$ cat config.mk
export PLATFORM = sky130hd
export DESIGN_NAME = serial_adder
export DESIGN_NICKNAME = d
export VERILOG_FILES = /design/src/rtl/serial_adder.sv
export SDC_FILE = /design/constraint.sdc
export NUM_CORES = 1
export LEC_CHECK = 0
export ABC_AREA = 0
export BUFFER_PORTS_ARGS = -buffer_cell sky130_fd_sc_hd__buf_2
export CAP_MARGIN = 20
export CORE_MARGIN = 4
export CORE_UTILIZATION = 34
export DETAILED_ROUTE_END_ITERATION = 7
export GPL_TIMING_DRIVEN = 1
export PLACE_DENSITY = 0.57
export SLEW_MARGIN = 20
export SYNTH_ARGS = -nofsm -noshare
export SYNTH_HDL_FRONTEND = slang
export SYNTH_SLANG_ARGS = --single-unit
$ cat constraint.sdc
create_clock -name clk -period 4.2 [get_ports clk]
set_input_delay 0.63 -clock clk [delete_from_list [all_inputs] [get_ports clk]]
set_output_delay 0.63 -clock clk [all_outputs]
set_load 0.05 [all_outputs]
$ cat src/rtl/serial_adder.sv
// serial_adder: bit-serial WIDTH-bit adder, one full-adder cell plus a carry
// flip-flop, LSB first. Each result takes WIDTH cycles and ends with a one-cycle
// done pulse.
// Optional feature macro: SERIAL_ADDER_OVF_EN adds a registered two's-complement
// overflow output.
module serial_adder #(
    parameter int unsigned WIDTH = 8
) (
    input  logic             clk,
    input  logic             rst,
    input  logic             start,
    input  logic [WIDTH-1:0] a,
    input  logic [WIDTH-1:0] b,
    input  logic             carry_in,
    output logic             busy,
    output logic             done,
    output logic [WIDTH-1:0] sum,
    output logic             carry_out
`ifdef SERIAL_ADDER_OVF_EN
    ,
    output logic             overflow
`endif
);

    localparam int unsigned CW = (WIDTH > 1) ? $clog2(WIDTH) : 1;

    typedef enum logic [1:0] {
        IDLE = 2'd0,
        ADD  = 2'd1,
        DONE = 2'd2
    } state_t;

    state_t           state;
    state_t           state_nxt;
    logic             busy_nxt;
    logic             done_nxt;

    logic [WIDTH-1:0] a_sh;
    logic [WIDTH-1:0] b_sh;
    logic [WIDTH-1:0] sum_sh;
    logic             cy;
    logic [CW-1:0]    cnt;

    logic             accept;
    logic             last_bit;
    logic             s_bit;
    logic             cy_nxt;
    logic [WIDTH-1:0] sum_sh_nxt;

    // Full-adder cell on the current LSBs, and start acceptance in IDLE or DONE
    always_comb begin
        accept     = start && ((state == IDLE) || (state == DONE));
        last_bit   = (cnt == CW'(WIDTH - 1));
        s_bit      = a_sh[0] ^ b_sh[0] ^ cy;
        cy_nxt     = (a_sh[0] & b_sh[0]) | (a_sh[0] & cy) | (b_sh[0] & cy);
        sum_sh_nxt = {s_bit, sum_sh[WIDTH-1:1]};
    end

    // State register
    always_ff @(posedge clk or posedge rst) begin
        if (rst) begin
            state <= IDLE;
        end else begin
            state <= state_nxt;
        end
    end

    // Next-state logic
    always_comb begin
        state_nxt = state;
        case (state)
            IDLE:    state_nxt = start ? ADD : IDLE;
            ADD:     state_nxt = last_bit ? DONE : ADD;
            DONE:    state_nxt = start ? ADD : IDLE;
            default: state_nxt = IDLE;
        endcase
    end

    // Output decode of the upcoming state, registered below so busy/done are flops
    always_comb begin
        busy_nxt = 1'b0;
        done_nxt = 1'b0;
        if (state_nxt == ADD) begin
            busy_nxt = 1'b1;
        end
        if (state_nxt == DONE) begin
            done_nxt = 1'b1;
        end
    end

    // Status flags
    always_ff @(posedge clk or posedge rst) begin
        if (rst) begin
            busy <= 1'b0;
            done <= 1'b0;
        end else begin
            busy <= busy_nxt;
            done <= done_nxt;
        end
    end

    // Operand/sum shift registers, carry flop and bit counter
    always_ff @(posedge clk or posedge rst) begin
        if (rst) begin
            a_sh   <= '0;
            b_sh   <= '0;
            sum_sh <= '0;
            cy     <= 1'b0;
            cnt    <= '0;
        end else if (accept) begin
            a_sh   <= a;
            b_sh   <= b;
            sum_sh <= '0;
            cy     <= carry_in;
            cnt    <= '0;
        end else if (state == ADD) begin
            a_sh   <= a_sh >> 1;
            b_sh   <= b_sh >> 1;
            sum_sh <= sum_sh_nxt;
            cy     <= cy_nxt;
            cnt    <= cnt + CW'(1);
        end
    end

    // Result registers, updated only on the edge that processes the MSB
    always_ff @(posedge clk or posedge rst) begin
        if (rst) begin
            sum       <= '0;
            carry_out <= 1'b0;
        end else if ((state == ADD) && last_bit) begin
            sum       <= sum_sh_nxt;
            carry_out <= cy_nxt;
        end
    end

`ifdef SERIAL_ADDER_OVF_EN
    // Overflow: carry into the MSB differs from carry out of the MSB
    always_ff @(posedge clk or posedge rst) begin
        if (rst) begin
            overflow <= 1'b0;
        end else if ((state == ADD) && last_bit) begin
            overflow <= cy ^ cy_nxt;
        end
    end
`endif

endmodule

==> out/metrics.cfg, run 1 <==
[cts]
cts.clk_slew.worst_paths_ns = 0.07
cts_hold_buf = 0
cts_buffer_depth = 2
cts_resized = 0
postCtsSetupBuffers = 0
tritoncts = yes
htreeDepth = 2
clock-sinks = 40
cts-root-buf = clkbuf_8
clk-insertion-delay-late_ns = 0.28
cts_buffers = 5

[power_and_ir_drop]
pwr-share-comb_pct = 42.3
leakage_nw = 0.917
p_sw_mw = 0.639
p_per_area_mw_per_mm2 = 808
intPower_mw = 0.941
switching_share_pct = 40.4
vdd_drop_max_mv = 0.262
pwr-share-seq_pct = 43.2
power_frac_clock_pct = 14.6

[synthesis]
synthMuxAreaShare_pct = 9.32
netlist_area_mm2 = 0.00171
yosysSeqAreaShare_pct = 58.7
synth_top_family_by_area = compound AO/OA/AOI/OAI gates
synth_compound_area_share_pct = 13.0
synth_ff_type = dfrtp_1
yosys-top-cells-area = dfrtp_1, mux2_2, a22o_1, o22ai_1, nor3_1
syn_area_per_cell_um2 = 12.6
ys_top_cells_by_count = dfrtp_1, nor2_1, nor3_1, o22ai_1, a22o_1
syn_nets = 158
yosysTopAreaCell = dfrtp_1
synth_edf_count = 0
synth_simple_gate_area_share_pct = 11.0
ys_warn_count = 0
synth_top_area_share_pct = 58.7
async_flop_share_pct = 100
synth_most_common_cell = dfrtp_1
ys_seq_elements = 40
synth_adder_area_share_pct = 2.64
synth.distinct_cells = 24
synth-xor-area-share_pct = 0.514
syn-instance-count = 135

[finish]
antenna-diode-count = 0
area_growth_pct = 14.7
fin_cells = 232
drive_above_1_share_pct = 33.3
finalInstanceArea_mm2 = 0.00196
final_net_count = 188

[critical_path]
arrival_ns = 2.10
timing.rr.end = sum[0]$_DFFE_PP0P_
crit_type = reg -> reg
critPathMaxFanout = 21
worstPathRequired_ns = 4.37
start_kind = flop
end_kind = flop
regToRegStartpoint = state[0]$_DFF_PP0_
ff2ff_setup_slack_ns = 2.27
rr_worst_depth = 4

[status]
status = complete, no violations

[grt]
grt_usage_pct = 11.4
grt_pass1_vias = 1192
grt_max_degree = 41
grt_antenna_before_repair = 0
grt_pass1_wl_um = 5430
gr-total-overflow = 0

[timing]
worst_pin_slew_ns = 0.725
relSlewSlack_pct = 51.5
setup_viol = 0
fin_crit_ns = 1.93
whs_ns = 0.457
fin_skew_ns = 0.00375
rsz0062_at_grt = false
final.period_utilization_pct = 46.0
finalHoldViolCount = 0
max_freq_mhz = 518
drv_slew = 0
tns_ns = 0

[routing]
firstDrtPassIters = 4
drt_iter0_markers = 62
wl_per_cell_um = 14.2
final_antenna_net_count = 0
wl_um = 3300
routed_via_density = 5.00
dr_total_vias = 1159
drc = 0

[place]
hpwl_um = 2340
dp.cells = 225
gp_congestion = 0.775
dpl_cell_area_mm2 = 0.00188
port_buffers = 30

[hold_path]
hold_class = in -> async

[floorplanning]
die-area_mm2 = 0.00621
rows = 25
core_mm2 = 0.00479
io_pins = 31
die_y_um = 78.8
start_util_pct = 35.6
die_w_um = 78.8

[job]
maxCapViolations = 0

worst max-delay path by stage:
| stage | end | start | slack, ns |
|---|---|---|---|
| final | sum[0]$_DFFE_PP0P_ | state[0]$_DFF_PP0_ | 2.27 |
| after global routing | sum[0]$_DFFE_PP0P_ | state[0]$_DFF_PP0_ | 2.17 |
| after CTS | a_sh[7]$_DFFE_PP0P_ | state[0]$_DFF_PP0_ | 2.22 |
| after detailed placement | b_sh[7]$_DFFE_PP0P_ | start | 1.98 |
| after global placement | sum_sh[2]$_DFFE_PP0P_ | start | 2.08 |
| after floorplan | a_sh[0]$_DFFE_PP0P_ | rst | 2.65 |
kinds of logic (layout without fill, tap and decap cells):
| logic type | Yosys count | count (layout) |
|---|---|---|
| simple gates | 35 | 35 |
| compound gates | 31 | 31 |
| xor+xnor | 1 | 1 |
| flops | 40 | 40 |
| fa+ha+maj | 3 | 3 |
| mux | 14 | 14 |
| buf+inv | 11 | 41 |
critical path, cell delays in order, from the launching register on:
cell and delay [ns]:
dfrtp_1 0.59, nor2b_4 0.58, nand2_4 0.17, inv_2 0.13, mux2_2 0.34
cells in the final DEF (no fill, tap or decap), types with 2 or more instances in the layout:
cell type and n:
buf_2 30, a21oi_1 2, mux2_2 11, inv_1 2, nor2_1 14, dfrtp_1 40
a22o_1 12, ha_1 2, nor3_1 13, nor2b_1 2, a211oi_1 2, mux2i_1 2
o22ai_1 13, o21ai_0 2, clkbuf_8 5
routing by layer:
metal | GRT usage (%) | up-vias | wire [um]
met2 | 17.1 | 33 | 1510
met1 | 14.5 | 568 | 1540
li1 | - | 550 | -
met4 | 4.12 | 0 | 68
met3 | 5.22 | 8 | 181
met5 | 0 | - | 0
final cells by class:
class,instances,area [um2]
fillers,481,2830
flip-flops and latches,40,1000
well taps,67,83.8
clock inverters,1,5.00
inverters,3,11.3
repair buffers,31,158
multi-input cells,84,624
clock buffers,6,72.6
stage by stage:
| step | worst slack (ns) | util (%) | total power, mW |
|---|---|---|---|
| floorplan | 2.65 | - | 1.24 |
| global placement | 2.08 | 39.2 | 1.33 |
| detailed placement | 1.98 | 39.2 | 1.36 |
| CTS | 2.22 | 40.8 | 1.60 |
| global route | 2.17 | 40.9 | 1.70 |
| finish | 2.27 | 40.9 | 1.58 |
registers in the layout, indices dropped and copies added (netlist names):
signal and cells:
cy 1, carry_out 1, done 1, cnt 3, sum_sh 7, a_sh 8, sum 8, busy 1
state 2, b_sh 8
power by group through the flow:
stage / combinational [mW] / sequential (mW) / clock, mW
2_1_floorplan: 0.457 / 0.787 / 0
3_3_place_gp: 0.653 / 0.678 / 0
3_5_place_dp: 0.674 / 0.690 / 0
4_1_cts: 0.675 / 0.683 / 0.241
5_1_grt: 0.735 / 0.704 / 0.261
6_report: 0.668 / 0.682 / 0.230
Power figures use the tool's default switching activity.
==> inputs of run 2 (changes only) <==
- PLACE_DENSITY: 0.57 -> 0.59
- clock period: 4.2 -> 1.7 ns (I/O delays scaled with it)
==> run 2 against run 1 <==
Clock-buffer cell count grew 2. Via count shrank 0.26%. Sequential share of layout area shrank 0.84 points. Worst hold slack lost 0.38 ns. Sequential power grew 140%. Global-route usage grew 0.65 points. Setup slack lost 2.1 ns. First-iteration DRC count shrank 27%. Critical endpoint is now sum[7]$_DFFE_PP0P_. Largest cell class unchanged.
==> out/metrics.cfg, run 2 (synthesis results as in run 1) <==
[place]
hpwl_um = 2420  ; +3.2%
gp_congestion = 0.792  ; +2.3%
dp_slack_ns = 0.215  ; -1.76 ns
dpl_cell_area_mm2 = 0.00190  ; +1.2%
port_buffers = 30  ; unchanged

[power_and_ir_drop]
p_sw_mw = 1.60  ; +150%
vdd_drop_max_mv = 0.713  ; +170%
switching_share_pct = 39.9  ; -0.52 points
power.total_mw = 4.02  ; +150%
pwr-share-seq_pct = 41.3  ; -1.9 points
pwr-share-comb_pct = 43.0  ; +0.7 points
leakage_nw = 0.935  ; +1.9%
intPower_mw = 2.42  ; +160%
p_per_area_mw_per_mm2 = 2020  ; +150%
power_frac_clock_pct = 15.7  ; +1.1 points

[cts]
tritoncts = yes
postCtsSetupBuffers = 0  ; unchanged
htreeDepth = 2  ; unchanged
cts.clk_slew.worst_paths_ns = 0.07  ; about the same
clk-insertion-delay-late_ns = 0.29  ; about the same
cts_resized = 0  ; unchanged
cts_hold_buf = 0  ; unchanged
cts-root-buf = clkbuf_8
cts_buffers = 5  ; unchanged
clock-sinks = 40  ; unchanged
cts_buffer_depth = 2  ; unchanged

[critical_path]
regToRegStartpoint = cnt[0]$_DFFE_PP0P_
worstPathRequired_ns = 1.87  ; -2.50 ns
end_kind = flop
ff2ff_setup_slack_ns = 0.20  ; -2.07 ns
cpPeakStageDelay_ns = 0.39  ; -0.20 ns
cp-startpoint = cnt[0]$_DFFE_PP0P_
start_kind = flop
critical_path.cell_chain = ha_1 -> ha_1 -> nand2_4 -> inv_2 -> mux2_2
crit_path_frequent_cell = ha_1
crit_type = reg -> reg
critPathMaxFanout = 8  ; -62%
critical_path.slowest_cell = dfrtp_1
arrival_ns = 1.67  ; -0.43 ns

[finish]
antenna-diode-count = 0  ; unchanged
area_growth_pct = 16.6
finalInstanceArea_mm2 = 0.00199  ; +1.7%
top_regs = a_sh: 8 flops, b_sh: 8 flops, sum: 8 flops
drive_above_1_share_pct = 33.7  ; +0.39 points
final.fill_count = 449  ; -6.7%
final_common_cell = dfrtp_1
final_cell_mix = dfrtp_1, buf_2, nor2_1, o22ai_1, nor3_1
final_net_count = 191  ; +1.6%

[timing]
fin_ws_ns = 0.204  ; -2.07 ns
whs_ns = 0.0789  ; -0.378 ns
relSlewSlack_pct = 60.2  ; +8.7 points
final.period_utilization_pct = 88.0  ; +42 points
fin_crit_ns = 1.50  ; -0.434 ns
fin_skew_ns = 0.00524  ; +0.00149 ns
max_freq_mhz = 668  ; +29%
tns_ns = 0  ; unchanged
setup_viol = 0  ; unchanged
worst_pin_slew_ns = 0.597  ; -0.128 ns
rsz0062_at_grt = false
drv_slew = 0  ; unchanged
finalHoldViolCount = 0  ; unchanged

[grt]
gr-total-overflow = 0  ; unchanged
grt_antenna_before_repair = 0  ; unchanged
grtUsageMet2_pct = 19.1  ; +2.0 points
grt_use_met3_pct = 3.97  ; -1.2 points
grt_pass1_vias = 1226  ; +2.9%
grt_pass1_wl_um = 5720  ; +5.3%
met1_usage_pct = 14.7  ; +0.21 points
grt_max_degree = 41  ; unchanged
grt_usage_pct = 12.1  ; +0.65 points
top_usage_layer = met2

[routing]
drc = 0  ; unchanged
dr_total_vias = 1156  ; -0.26%
routed_via_density = 4.90  ; -1.9%
firstDrtPassIters = 4  ; unchanged
wl_per_cell_um = 14.5  ; +1.8%
wl_um = 3420  ; +3.5%
final_antenna_net_count = 0  ; unchanged
drt_iter0_markers = 45  ; -27%

[floorplanning]
die_w_um = 78.8  ; unchanged
io_pins = 31  ; unchanged
start_util_pct = 35.6  ; unchanged
die-area_mm2 = 0.00621  ; unchanged
rows = 25  ; unchanged
die_y_um = 78.8  ; unchanged
core_mm2 = 0.00479  ; unchanged

[job]
maxCapViolations = 0  ; unchanged

[hold_path]
hold_class = in -> async

[status]
status = complete, no violations

run 2: cell count changes in the layout (fill, tap and decap cells not counted):
cell,delta
buf_4,+3
clkbuf_1,+1
clkbuf_8,+1
clkinv_2,-1
nor2b_1,+1
nor2b_2,-1
run 2: per-layer routing:
layer	routed length (um)	part of all wire (%)
met4	78	2.3
met5	0	0
met2	1570	46
met3	213	6.2
met1	1550	45
run 2: per-stage QoR:
| step | util [%] | instances |
|---|---|---|
| 3_5_place_dp | 39.7 | 228 |
| 6_report | 41.5 | 236 |
| 2_1_floorplan | - | 135 |
| 3_3_place_gp | 39.7 | 228 |
| 4_1_cts | 41.5 | 236 |
| 5_1_grt | 41.5 | 236 |
run 2: layout make-up:
class                   count  area [um2]  share of cell area, %
flip-flops and latches     40        1000                   50.3
multi-input cells          84         622                   31.3
repair buffers             34         180                   9.06
inverters                   3        11.3                  0.566
clock buffers               8        90.1                   4.53
well taps                  67        83.8                   4.22
run 2: path summary, 6_finish.rpt:
kind / to / cells after the start
max: sum[7]$_DFFE_PP0P_ / 5
min: done$_DFF_PP0_ / 3
max reg2reg: sum[7]$_DFFE_PP0P_ / 5
min reg2reg: b_sh[7]$_DFFE_PP0P_ / 1
max in group asynchronous: state[0]$_DFF_PP0_ / 3
min in group clk: b_sh[7]$_DFFE_PP0P_ / 2
run 2: critical path, delay by kind of cell (launching register included):
kind / cells / cell delay [ns]
DFF: 1 / 0.39
buffers and inverters: 1 / 0.11
adders and majority gates: 2 / 0.43
muxes: 1 / 0.33
and+or+nand+nor: 1 / 0.12
run 2: power groups by stage:
stage | combinational [mW] | sequential [mW] | clock, mW
5_1_grt | 1.90 | 1.72 | 0.704
2_1_floorplan | 1.13 | 1.95 | 0
3_5_place_dp | 1.75 | 1.68 | 0
3_3_place_gp | 1.68 | 1.67 | 0
4_1_cts | 1.75 | 1.66 | 0.655
6_report | 1.73 | 1.66 | 0.633
==> inputs of run 3 (changes only) <==
- CORE_MARGIN: 4 -> 2
- SKIP_CTS_REPAIR_TIMING: default -> 1
==> run 3 against run 2 <==
Routed wire length down 0.35%. Critical path depth unchanged. Sequential share of layout area down 0.063 points. Clock-buffer cell count down 2. Critical endpoint unchanged. Largest cell class unchanged.
==> out/metrics.cfg, run 3 (synthesis results as in run 1) <==
[routing]
firstDrtPassIters = 4  ; unchanged
dr_wl_met2_um = 1590  ; +1.1%
wl_per_cell_um = 14.4  ; -0.35%
drt_iter0_markers = 62  ; +38%
met1Wirelength_um = 1560  ; +0.45%
top_layer = met4
met3WireLength_um = 168  ; -21%
final_antenna_net_count = 0  ; unchanged
dr_total_vias = 1171  ; +1.3%
drc = 0  ; unchanged
routed_via_density = 4.96  ; +1.3%
wl_um = 3400  ; -0.35%

[critical_path]
critical_path.slowest_cell = dfrtp_1
critical_path.cell_chain = ha_1 -> ha_1 -> nand2_4 -> inv_2 -> mux2_2
crit_buf_inv = 1  ; unchanged
regToRegStartpoint = cnt[0]$_DFFE_PP0P_
cp-startpoint = cnt[0]$_DFFE_PP0P_
arrival_ns = 1.70  ; +0.03 ns
start_kind = flop
path_delay_family = adder cells
critPathMaxFanout = 8  ; unchanged
end_kind = flop
crit_path_frequent_cell = ha_1
crit_type = reg -> reg
cpPeakStageDelay_ns = 0.40  ; about the same
worstPathRequired_ns = 1.89  ; +0.02 ns

[place]
dp_slack_ns = 0.201  ; -0.0138 ns
hpwl_um = 2380  ; -1.6%
dp.cells = 228  ; unchanged
port_buffers = 30  ; unchanged
dpl_cell_area_mm2 = 0.00190  ; unchanged
gp_congestion = 0.771  ; -2.6%

[timing]
max_freq_mhz = 663  ; -0.85%
fin_crit_ns = 1.51  ; +0.0128 ns
final.period_utilization_pct = 88.8  ; +0.76 points
fin_skew_ns = 0.00901  ; +0.00378 ns
rsz0062_at_grt = false
fin_ws_ns = 0.191  ; -0.0128 ns
drv_slew = 0  ; unchanged
worst_pin_slew_ns = 0.556  ; -0.0414 ns
tns_ns = 0  ; unchanged
whs_ns = 0.0612  ; -0.0177 ns
setup_viol = 0  ; unchanged
relSlewSlack_pct = 63.0  ; +2.8 points
finalHoldViolCount = 0  ; unchanged

[finish]
fin_cells = 236  ; unchanged
final_net_count = 191  ; unchanged
drive_above_1_share_pct = 34.9  ; +1.2 points
top_regs = a_sh: 8 flops, b_sh: 8 flops, sum: 8 flops
final_util_pct = 41.6  ; +0.052 points
final_common_cell = dfrtp_1
antenna-diode-count = 0  ; unchanged
final.fill_count = 469  ; +4.5%
area_growth_pct = 16.7
finalInstanceArea_mm2 = 0.00199  ; +0.13%
final_cell_mix = dfrtp_1, buf_2, nor2_1, o22ai_1, nor3_1

[floorplanning]
io_pins = 31  ; unchanged
die_w_um = 74.8  ; -5.1%
rows = 25  ; unchanged
die-area_mm2 = 0.00560  ; -9.9%
die_y_um = 74.8  ; -5.1%
core_mm2 = 0.00479  ; unchanged
start_util_pct = 35.6  ; unchanged

[hold_path]
hold_class = in -> async

[cts]
cts-root-buf = clkbuf_8
cts_buffers = 5  ; unchanged
cts_buffer_depth = 2  ; unchanged
clk-insertion-delay-late_ns = 0.30  ; about the same
tritoncts = yes
clock-sinks = 40  ; unchanged
cts.clk_slew.worst_paths_ns = 0.08  ; about the same
htreeDepth = 2  ; unchanged

[job]
maxCapViolations = 0  ; unchanged

[grt]
grt_pass1_vias = 1173  ; -4.3%
grt_antenna_before_repair = 0  ; unchanged
grt_max_degree = 41  ; unchanged
grt_usage_pct = 13.8  ; +1.8 points
grt_pass1_wl_um = 5670  ; -0.86%
gr-total-overflow = 0  ; unchanged

[power_and_ir_drop]
vdd_drop_max_mv = 0.709  ; -0.57%
leakage_nw = 0.940  ; +0.58%
p_per_area_mw_per_mm2 = 2030  ; +0.47%
power.total_mw = 4.04  ; +0.60%

[status]
status = complete, no violations

run 3: path summary, 6_finish.rpt:
path                                            end  slack, ns  depth (start not counted)
worst max-delay path             sum[7]$_DFFE_PP0P_       0.19                          5
worst min register to register   sum[1]$_DFFE_PP0P_       0.50                          1
max in group asynchronous            busy$_DFF_PP0_       1.28                          3
worst max register to register   sum[7]$_DFFE_PP0P_       0.19                          5
worst min-delay path                 done$_DFF_PP0_       0.06                          3
min in group clk                b_sh[7]$_DFFE_PP0P_       0.20                          2
run 3: power by group:
group          switching, mW  leakage, nW  internal (mW)
Clock                  0.329       0.0510          0.324
Combinational           1.01        0.396          0.710
Sequential             0.300        0.494           1.37
Total                   1.64        0.940           2.41
run 3: worst min-delay path, delay by kind of cell:
| family | cells | cell delay (ns) |
|---|---|---|
| buf+inv | 3 | 0.55 |
run 3: cell type report:
cell class,instances,area (um2),area share (%)
Tap cell,67,83.8,4.21
Clock buffer,6,82.6,4.15
Inverter,3,11.3,0.566
Multi-Input combinational cell,84,622,31.2
Sequential cell,40,1000,50.3
Timing Repair Buffer,34,180,9.05
Clock inverter,2,10.0,0.503
run 3: metal layers:
layer / global-route usage (%) / vias up
met1: 18.2 / 576
met5: 0 / -
met4: 7.74 / 0
li1: - / 551
met2: 21.1 / 36
met3: 3.21 / 8
